File: src/rtl/stage_mm_pkg.sv
// rtl/stage_mm_pkg.sv - memory opcodes, access-size and extension encodings for stage_mm
package stage_mm_pkg;

  localparam logic [5:0] OP_LB  = 6'h20;
  localparam logic [5:0] OP_LH  = 6'h21;
  localparam logic [5:0] OP_LW  = 6'h23;
  localparam logic [5:0] OP_LBU = 6'h24;
  localparam logic [5:0] OP_LHU = 6'h25;
  localparam logic [5:0] OP_SB  = 6'h28;
  localparam logic [5:0] OP_SH  = 6'h29;
  localparam logic [5:0] OP_SW  = 6'h2B;

  typedef enum logic [1:0] {
    SZ_BYTE = 2'd0,
    SZ_HALF = 2'd1,
    SZ_WORD = 2'd2
  } size_e;

  typedef enum logic {
    EXT_ZERO = 1'b0,
    EXT_SIGN = 1'b1
  } ext_e;

  typedef struct packed {
    logic  is_mem;
    logic  is_store;
    size_e size;
    ext_e  ext;
  } mem_op_t;

  function automatic mem_op_t decode_op(input logic [5:0] op);
    mem_op_t d;
    d.is_mem   = 1'b1;
    d.is_store = 1'b0;
    d.size     = SZ_WORD;
    d.ext      = EXT_ZERO;
    case (op)
      OP_LB:  begin d.size = SZ_BYTE; d.ext = EXT_SIGN; end
      OP_LH:  begin d.size = SZ_HALF; d.ext = EXT_SIGN; end
      OP_LW:  d.size = SZ_WORD;
      OP_LBU: d.size = SZ_BYTE;
      OP_LHU: d.size = SZ_HALF;
      OP_SB:  begin d.size = SZ_BYTE; d.is_store = 1'b1; end
      OP_SH:  begin d.size = SZ_HALF; d.is_store = 1'b1; end
      OP_SW:  d.is_store = 1'b1;
      default: d.is_mem = 1'b0;
    endcase
    return d;
  endfunction

  function automatic logic is_mem_op(input logic [5:0] op);
    mem_op_t d;
    d = decode_op(op);
    return d.is_mem;
  endfunction

endpackage

File: src/rtl/mm_lane_align.sv
// rtl/mm_lane_align.sv - byte-lane steering: store enables/data and extended load data
module mm_lane_align
  import stage_mm_pkg::*;
(
  input  size_e       size,
  input  ext_e        ext,
  input  logic [1:0]  ofs,
  input  logic [31:0] store_data,
  input  logic [31:0] rdata,
  output logic [3:0]  be,
  output logic [31:0] wdata,
  output logic [31:0] load_data
);

  logic [7:0]  byte_lane;
  logic [15:0] half_lane;

  always_comb begin
    case (ofs)
      2'd0:    byte_lane = rdata[7:0];
      2'd1:    byte_lane = rdata[15:8];
      2'd2:    byte_lane = rdata[23:16];
      default: byte_lane = rdata[31:24];
    endcase
    // misaligned halves fall back to the half selected by ofs[1]
    half_lane = ofs[1] ? rdata[31:16] : rdata[15:0];
  end

  always_comb begin
    be        = 4'b1111;
    wdata     = store_data;
    load_data = rdata;
    case (size)
      SZ_BYTE: begin
        be        = 4'b0001 << ofs;
        wdata     = {4{store_data[7:0]}};
        load_data = (ext == EXT_SIGN) ? {{24{byte_lane[7]}}, byte_lane} : {24'h0, byte_lane};
      end
      SZ_HALF: begin
        be        = ofs[1] ? 4'b1100 : 4'b0011;
        wdata     = {2{store_data[15:0]}};
        load_data = (ext == EXT_SIGN) ? {{16{half_lane[15]}}, half_lane} : {16'h0, half_lane};
      end
      default: begin
        be        = 4'b1111;
        wdata     = store_data;
        load_data = rdata;
      end
    endcase
  end

endmodule

File: src/rtl/stage_mm.sv
// rtl/stage_mm.sv - MEM pipeline stage with request/ready data port, stall and timeout abort
// Optional ALIGN_CHECK_EN: misaligned half/word accesses raise addrExc_M instead of a request.
module stage_mm
  import stage_mm_pkg::*;
#(
  parameter int ADDR_W  = 32,
  parameter int TIMEOUT = 64
) (
  input  logic              clk,
  input  logic              rst,
  input  logic              flush_M,
  input  logic              forwardRt_M,
  input  logic [31:0]       PCInc4_E,
  input  logic [31:0]       IR_E,
  input  logic [31:0]       AO_E,
  input  logic [31:0]       RT_E,
  input  logic [31:0]       WD3_W,
  output logic              mem_req,
  output logic              mem_we,
  output logic [3:0]        mem_be,
  output logic [ADDR_W-1:0] mem_addr,
  output logic [31:0]       mem_wdata,
  input  logic [31:0]       mem_rdata,
  input  logic              mem_ready,
  output logic [31:0]       PCInc4_M,
  output logic [31:0]       IR_M,
  output logic [31:0]       AO_M,
  output logic [31:0]       DR_M,
  output logic              valid_M,
  output logic              stall_M,
`ifdef ALIGN_CHECK_EN
  output logic              addrExc_M,
`endif
  output logic              busErr_M
);

  localparam logic [0:0] IDLE   = 1'b0;
  localparam logic [0:0] ACCESS = 1'b1;
  localparam int         CW     = $clog2(TIMEOUT);

  logic [0:0]    state;
  logic [CW-1:0] count;
  logic [31:0]   RT_M;
  mem_op_t       op_m;
  logic          active;
  logic          timeout;
  logic          misaligned;
  logic [31:0]   store_data;
  logic [31:0]   load_data;

  assign op_m = decode_op(IR_M[31:26]);

`ifdef ALIGN_CHECK_EN
  always_comb begin
    case (op_m.size)
      SZ_HALF: misaligned = AO_M[0];
      SZ_WORD: misaligned = |AO_M[1:0];
      default: misaligned = 1'b0;
    endcase
  end
  assign addrExc_M = (state == ACCESS) & misaligned;
`else
  assign misaligned = 1'b0;
`endif

  // a misaligned access under the alignment check sits in ACCESS for one cycle without requesting
  assign active     = (state == ACCESS) & ~misaligned;
  assign timeout    = active & (count == CW'(TIMEOUT - 1));
  assign stall_M    = active & ~mem_ready & ~timeout;
  assign valid_M    = ~stall_M;
  assign busErr_M   = timeout & ~mem_ready;
  assign mem_req    = active;
  assign mem_we     = active & op_m.is_store;
  assign mem_addr   = {AO_M[ADDR_W-1:2], 2'b00};
  assign store_data = forwardRt_M ? WD3_W : RT_M;
  assign DR_M       = (active & mem_ready & ~op_m.is_store) ? load_data : 32'h0;

  mm_lane_align u_lane_align (
    .size       (op_m.size),
    .ext        (op_m.ext),
    .ofs        (AO_M[1:0]),
    .store_data (store_data),
    .rdata      (mem_rdata),
    .be         (mem_be),
    .wdata      (mem_wdata),
    .load_data  (load_data)
  );

  always_ff @(posedge clk) begin
    if (rst || (flush_M && !stall_M)) begin
      PCInc4_M <= 32'h0;
      IR_M     <= 32'h0;
      AO_M     <= 32'h0;
      RT_M     <= 32'h0;
    end else if (!stall_M) begin
      PCInc4_M <= PCInc4_E;
      IR_M     <= IR_E;
      AO_M     <= AO_E;
      RT_M     <= RT_E;
    end
  end

  // state follows whatever instruction the stage register captures on this edge
  always_ff @(posedge clk) begin
    if (rst) begin
      state <= IDLE;
      count <= '0;
    end else if (stall_M) begin
      count <= count + CW'(1);
    end else begin
      state <= (is_mem_op(IR_E[31:26]) && !flush_M) ? ACCESS : IDLE;
      count <= '0;
    end
  end

endmodule

File: config.mk
export PLATFORM = sky130hd
export DESIGN_NAME = stage_mm
export DESIGN_NICKNAME = d
export VERILOG_FILES = /design/src/rtl/stage_mm_pkg.sv /design/src/rtl/mm_lane_align.sv /design/src/rtl/stage_mm.sv
export SDC_FILE = /design/constraint.sdc
export NUM_CORES = 1
export LEC_CHECK = 0
export CAP_MARGIN = 5
export CORE_AREA = 2 2 156 158
export CTS_BUF_LIST = sky130_fd_sc_hd__clkbuf_16
export DETAILED_ROUTE_END_ITERATION = 10
export DIE_AREA = 0 0 158 160
export GPL_ROUTABILITY_DRIVEN = 0
export PLACE_DENSITY = 0.74
export SYNTH_ARGS = -nofsm -noshare
export SYNTH_HDL_FRONTEND = slang
export SYNTH_SLANG_ARGS = --single-unit
File: constraint.sdc
create_clock -name clk -period 2.2 [get_ports clk]
set_input_delay 0.55 -clock clk [delete_from_list [all_inputs] [get_ports clk]]
set_output_delay 0.55 -clock clk [all_outputs]
set_load 0.03 [all_outputs]
==> metrics.txt, run 1 <==
P_int=5.17 mW; Pwr Density=about 550 mW/mm^2; RSZ-0062 raised after global routing=true; DRC errors left=0; EDFF count, synth=0; CP cell instances=dlygate4sd2_1, mux2_4, mux2i_1, o41a_4, a211oi_4, buf_6; Post-Route Skew=0.0155 ns; dpl cell area=between 0.01 and 0.015 mm^2; port bufs=~400; kind of critical path=in2out; number of routed nets with antenna violations=0; Die X-Extent=between 150 and 200 um; grt ovf=0; fin area=approximately 0.013 mm^2; DRT Wirelength=28.0 mm; Syn-to-layout area delta=101%; commonest cells in the synthesized netlist=279 x nand2_1, 135 x dfxtp_1, 128 x a21oi_1; Initial Util=27.5%; post-synth top area share=between 40% and 50%; Clock power frac=39.4%; final HPWL from detailed placement=20.4 mm; H-tree depth=4; Hold Crit Class=reg2reg; maximum vdd drop=469 uV; Max-Cap Viols=0; FP Rows=57; most frequent cell after synthesis=nand2_1; Max stage delay on crit path=0.57 ns; slowest CP cell=o41a_4; initial antenna violation count=1; hold buffers post-CTS=0; Syn Area/Cell=7.74 um^2; max frequency=365 MHz; Final setup viols=61; core area=0.0238 mm^2; setup ws final=-0.543 ns; failing checks=negative setup slack; Slew Viols, Final=0; Arr. time, crit path=2.19 ns; Seq cells post-synth=between 100 and 150; status=finished with violations; clk sink count=roughly 140; Tmin final=roughly 2.7 ns; ys flop type=dfxtp_1; DRT Pass-1 Iters=4; clk_lat worst skew=between 0.4 and 0.5 ns; top post-synthesis cells by area=dfxtp_1 41%, nand2_1 16%, a21oi_1 9.8%; Design Power=7.30 mW; TritonCTS buffer count=17; Mapped Cells=roughly 850; CTS max path bufs=2; CP endpoint kind=output port; Die ar.=between 0.02 and 0.03 mm^2; detailed-route via count=around 7600; Lkg Pwr=5.34 nW; critical path's top delay family=compound AO/OA/AOI/OAI gates; Synth Cell Area=around 0.0066 mm^2; sequential fraction of the synthesis area=41.2%; Initial DRC Count=379; CTS tree=done; final hold viol count=0; CP startpoint kind=input port; IO Count=398; Nets=1506; share of flip-flops with an asynchronous set or reset=0%; Synth cell types=a little over 40; clock-pin slew on the worst setup and hold paths=~0.060 ns; Worst Path Max Fanout=8; worst endpoint required time=1.65 ns; CTS root buf=clkbuf_16; largest net degree at the start of global routing=43; Psw=2.13 mW; share of layout cells above drive strength 1=between 20% and 30%; GRT Overall Usage=21.2%; Buffers & Inverters on Critical Path=2; YS warnings=0; sequential group share of total power=35.8%; Yosys top cell by area=dfxtp_1; combinational power share=24.8%; vias per cell=4.59; switch share=~30%; first-pass GRT wire length=41.7 mm; vias in the first global route=~7600; Final Cycle Share=125%; wire per inst=17.0 um; Die Ht=160 um
[kinds of logic (layout without fill, tap and decap cells)]
group	count (synthesis)	count (layout)	share of synthesized area (%)
xor gates and xnor gates	5	5	0.668
adders and majority gates	1	1	0.191
buffers and inverters	111	584	10.3
AOI/OAI and AO/OA	211	211	19.4
muxes	44	44	7.04
other	1	3	0.0572
DFF	135	135	41.2
and+or+nand+nor	339	339	21.2
[sequential cells by signal, summed over array words and instances, names as in the netlist]
register  flops
AO_M         32
IR_M         32
PCInc4_M     32
RT_M         32
count         6
mem_req       1
[what timing repair did]
item,4_1_cts,5_1_grt
buffers inserted,20,9
pin swaps,19,11
gates resized for setup,194,22
gates cloned,4,3
setup endpoints to repair,75,66
[worst register-to-register path: stages (launching register included)]
cell and delay, ns:
dfxtp_4 0.36, ha_4 0.15, nand2_4 0.05, o311ai_4 0.41, buf_4 0.18, buf_4 0.11, buf_4 0.38, nand2_1 0.20
a21oi_1 0.16
[metrics by stage]
step                setup slack [ns]  setup TNS (ns)  hold slack [ns]  cells  util, %
finish                        -0.543          -25.63            0.448   1646     55.3
global route                  -0.582          -30.24            0.458   1646     55.3
CTS                           -0.535          -27.61            0.450   1634     54.5
detailed placement            -0.699          -33.77            0.443   1578     49.2
global placement              -0.665          -28.72            0.437   1578     49.2
floorplan                     -0.133           -2.60            0.427    848        -
[metal layers]
layer | up-vias | GRT usage, % | wire length (um)
met5 | - | 0 | 0
met4 | 0 | 7.17 | 792
met3 | 42 | 5.83 | 2010
met2 | 277 | 38.8 | 14500
met1 | 3550 | 23.4 | 10600
li1 | 3682 | - | -
[cell type report]
type / count / area [um^2]
Multi-Input combinational cell: 602 / 3850
Fill cell: 2122 / 10700
Antenna cell: 1 / 2.50
Clock buffer: 17 / 425
Clock inverter: 15 / 164
Tap cell: 324 / 405
Timing Repair Buffer: 538 / 5530
Sequential cell: 135 / 2730
Inverter: 14 / 55.1
[path summary, 6_finish.rpt]
kind              cells past startpoint          start  slack [ns]        to
setup / recovery                      6  mem_rdata[31]       -0.54   DR_M[8]
hold / removal                        1       count[0]        0.45  count[0]
setup reg to reg                      8       count[0]        0.15  IR_M[10]
hold reg to reg                       1       count[0]        0.45  count[0]
[power groups by stage]
stage	clock, mW	sequential, mW	combinational [mW]
after floorplan	0	2.81	0.661
after global placement	0	2.67	1.66
after detailed placement	0	2.67	1.68
after CTS	2.95	2.62	1.78
after global routing	3.04	2.63	1.91
final	2.88	2.61	1.81
[placed cells by master, fill, tap and decap left out, types with 4 or more instances in the layout]
master	count
clkdlybuf4s50_1	309
nand2_1	276
dfxtp_1	124
a21oi_1	119
buf_4	110
buf_6	67
clkbuf_16	21
buf_12	20
mux2i_1	19
a21oi_2	18
o21ai_0	16
o21a_4	16
mux2_2	15
nor2_1	15
a211oi_4	15
inv_1	14
nand2_2	12
dlygate4sd2_1	11
o21ai_2	10
nor2b_1	8
mux2i_4	8
nand3b_1	7
inv_6	7
dfxtp_4	6
dfxtp_2	5
nor3_1	5
buf_16	5
buf_8	5
a211oi_2	4
a211oi_1	4
buf_2	4
Power figures use the tool's default switching activity.
==> inputs of run 2 (changes only) <==
--- a/config.mk
+++ b/config.mk
@@ -6,12 +6,12 @@
 export NUM_CORES = 1
 export LEC_CHECK = 0
 export CAP_MARGIN = 5
-export CORE_AREA = 2 2 156 158
-export CTS_BUF_LIST = sky130_fd_sc_hd__clkbuf_16
+export CORE_AREA = 2 2 154 156
+export CTS_BUF_LIST = sky130_fd_sc_hd__clkbuf_2
 export DETAILED_ROUTE_END_ITERATION = 10
-export DIE_AREA = 0 0 158 160
+export DIE_AREA = 0 0 156 158
 export GPL_ROUTABILITY_DRIVEN = 0
-export PLACE_DENSITY = 0.74
+export PLACE_DENSITY = 0.75
 export SYNTH_ARGS = -nofsm -noshare
 export SYNTH_HDL_FRONTEND = slang
 export SYNTH_SLANG_ARGS = --single-unit
==> constraint.sdc (replaced) <==
create_clock -name clk -period 2.9 [get_ports clk]
set_input_delay 0.725 -clock clk [delete_from_list [all_inputs] [get_ports clk]]
set_output_delay 0.725 -clock clk [all_outputs]
set_load 0.03 [all_outputs]
==> metrics.txt, run 2 (synthesis results as in run 1) <==
Initial DRC Count=410; Tmin final=~3.2 ns; wire per inst=~16 um; Syn-to-layout area delta=74.8%; H-tree depth=4; detailed-route via count=7343; TritonCTS buffer count=17; slew at the pin closest to its max-slew limit=a little over 0.7 ns; number of routed nets with antenna violations=0; Initial Util=28.4%; core area=0.0231 mm^2; Post-Route Skew=0.0437 ns; dpl cell area=0.0106 mm^2; DRT Wirelength=25.3 mm; Lkg Pwr=4.66 nW; CTS tree=done; Final Cycle Share=110%; critical path's top delay family=buffers and inverters; Buffers & Inverters on Critical Path=4; Arr. time, crit path=2.46 ns; Die Ht=~160 um; initial antenna violation count=1; Hold Crit Class=reg2reg; GRT Overall Usage=approximately a fifth; status=finished with violations; DRT Pass-1 Iters=5; commonest cells after routing, fill and taps aside=324 x clkdlybuf4s50_1, 278 x nand2_1, 128 x a21oi_1; Max stage delay on crit path=roughly 0.43 ns; clk_lat worst skew=approximately 0.71 ns; pre-CTS setup slack=-0.418 ns; first-pass GRT wire length=between 30 and 40 mm; CTS max path bufs=2; setup ws final=-0.285 ns; max frequency=314 MHz; DRC errors left=0; CTS root buf=clkbuf_2; final hold slack=0.456 ns; CP startpoint kind=register; share of layout cells above drive strength 1=20.9%; hold buffers post-CTS=0; Nets=between 1000 and 1500; final setup TNS=-11.52 ns; final hold viol count=0; Die X-Extent=156 um; IO Count=between 300 and 400; RSZ-0062 raised after global routing=true; Pwr Density=394 mW/mm^2; grt ovf=0; CP cell instances=or3b_4, a21oi_4, buf_12, buf_8, o41a_1, buf_6, a211oi_1, buf_4; Max-Cap Viols=0; Slew HR=52.0%; slowest CP cell=or3b_4; worst endpoint required time=roughly 2.2 ns; Worst Path Max Fanout=6; failing checks=negative setup slack; clock-pin slew on the worst setup and hold paths=roughly 0.20 ns; Slew Viols, Final=0; CP endpoint kind=output port; maximum vdd drop=227 uV; largest net degree at the start of global routing=about 130; final HPWL from detailed placement=18.2 mm; kind of critical path=reg2out; clk sink count=135; FP Rows=56; port bufs=approximately 400; commonest non-fill, non-tap cell in the layout=clkdlybuf4s50_1; Final setup viols=just under 60; fin area=between 0.01 and 0.015 mm^2; vias in the first global route=between 6000 and 7000; vias per cell=roughly 4.7; Die ar.=approximately 0.025 mm^2
## run 2: through the flow
stage | power, mW | util (%) | instances
6_report | 4.52 | 49.7 | 1549
5_1_grt | 4.73 | 49.7 | 1549
4_1_cts | 4.55 | 48.4 | 1532
3_5_place_dp | 3.15 | 45.8 | 1484
3_3_place_gp | 3.14 | 45.8 | 1484
2_1_floorplan | 2.56 | - | 848
## run 2: area by class of cell
cell class / count / area (um^2)
clock buffer: 18 / 90.1
fill: 2178 / 11600
timing repair buffer: 476 / 4680
multi-input combinational: 602 / 3350
antenna: 1 / 2.50
tap: 290 / 363
sequential: 135 / 2720
clock inverter: 13 / 196
inverter: 14 / 55.1
## run 2: timing repair
action / 4_1_cts / 5_1_grt
endpoints found under the setup margin: 66 / 64
pin swaps: 7 / 15
gates cloned: 2 / 0
resized for setup: 114 / 50
buffers inserted: 15 / 28
## run 2: per-layer routing
layer	track usage [%]	share of wire, %	wire, um	vias up
met5	0	0	0	-
met4	7.16	3.0	756	0
met3	5.06	7.5	1900	58
met2	34.0	51	13000	339
met1	21.3	38	9660	3379
li1	-	-	-	3567
## run 2: worst paths after layout
check            from        to  slack, ns  depth (start not counted)
max          IR_M[27]  DR_M[12]      -0.28                          8
min          count[0]  count[0]       0.46                          1
max reg2reg  count[0]  RT_M[31]       0.61                          8
min reg2reg  count[0]  count[0]       0.46                          1
## run 2: power by group
part	total (mW)	internal, mW	switching (mW)
Clock	1.34	0.583	0.758
Sequential	1.99	1.94	0.0521
Combinational	1.19	0.597	0.595
Total	4.52	3.12	1.40
==> inputs of run 3 (changes only) <==
--- a/config.mk
+++ b/config.mk
@@ -12,6 +12,7 @@
 export DIE_AREA = 0 0 156 158
 export GPL_ROUTABILITY_DRIVEN = 0
 export PLACE_DENSITY = 0.75
+export SLEW_MARGIN = 0
 export SYNTH_ARGS = -nofsm -noshare
 export SYNTH_HDL_FRONTEND = slang
 export SYNTH_SLANG_ARGS = --single-unit
==> results of run 3 <==
Final layout, timing and power as in run 2 (identical DEF).
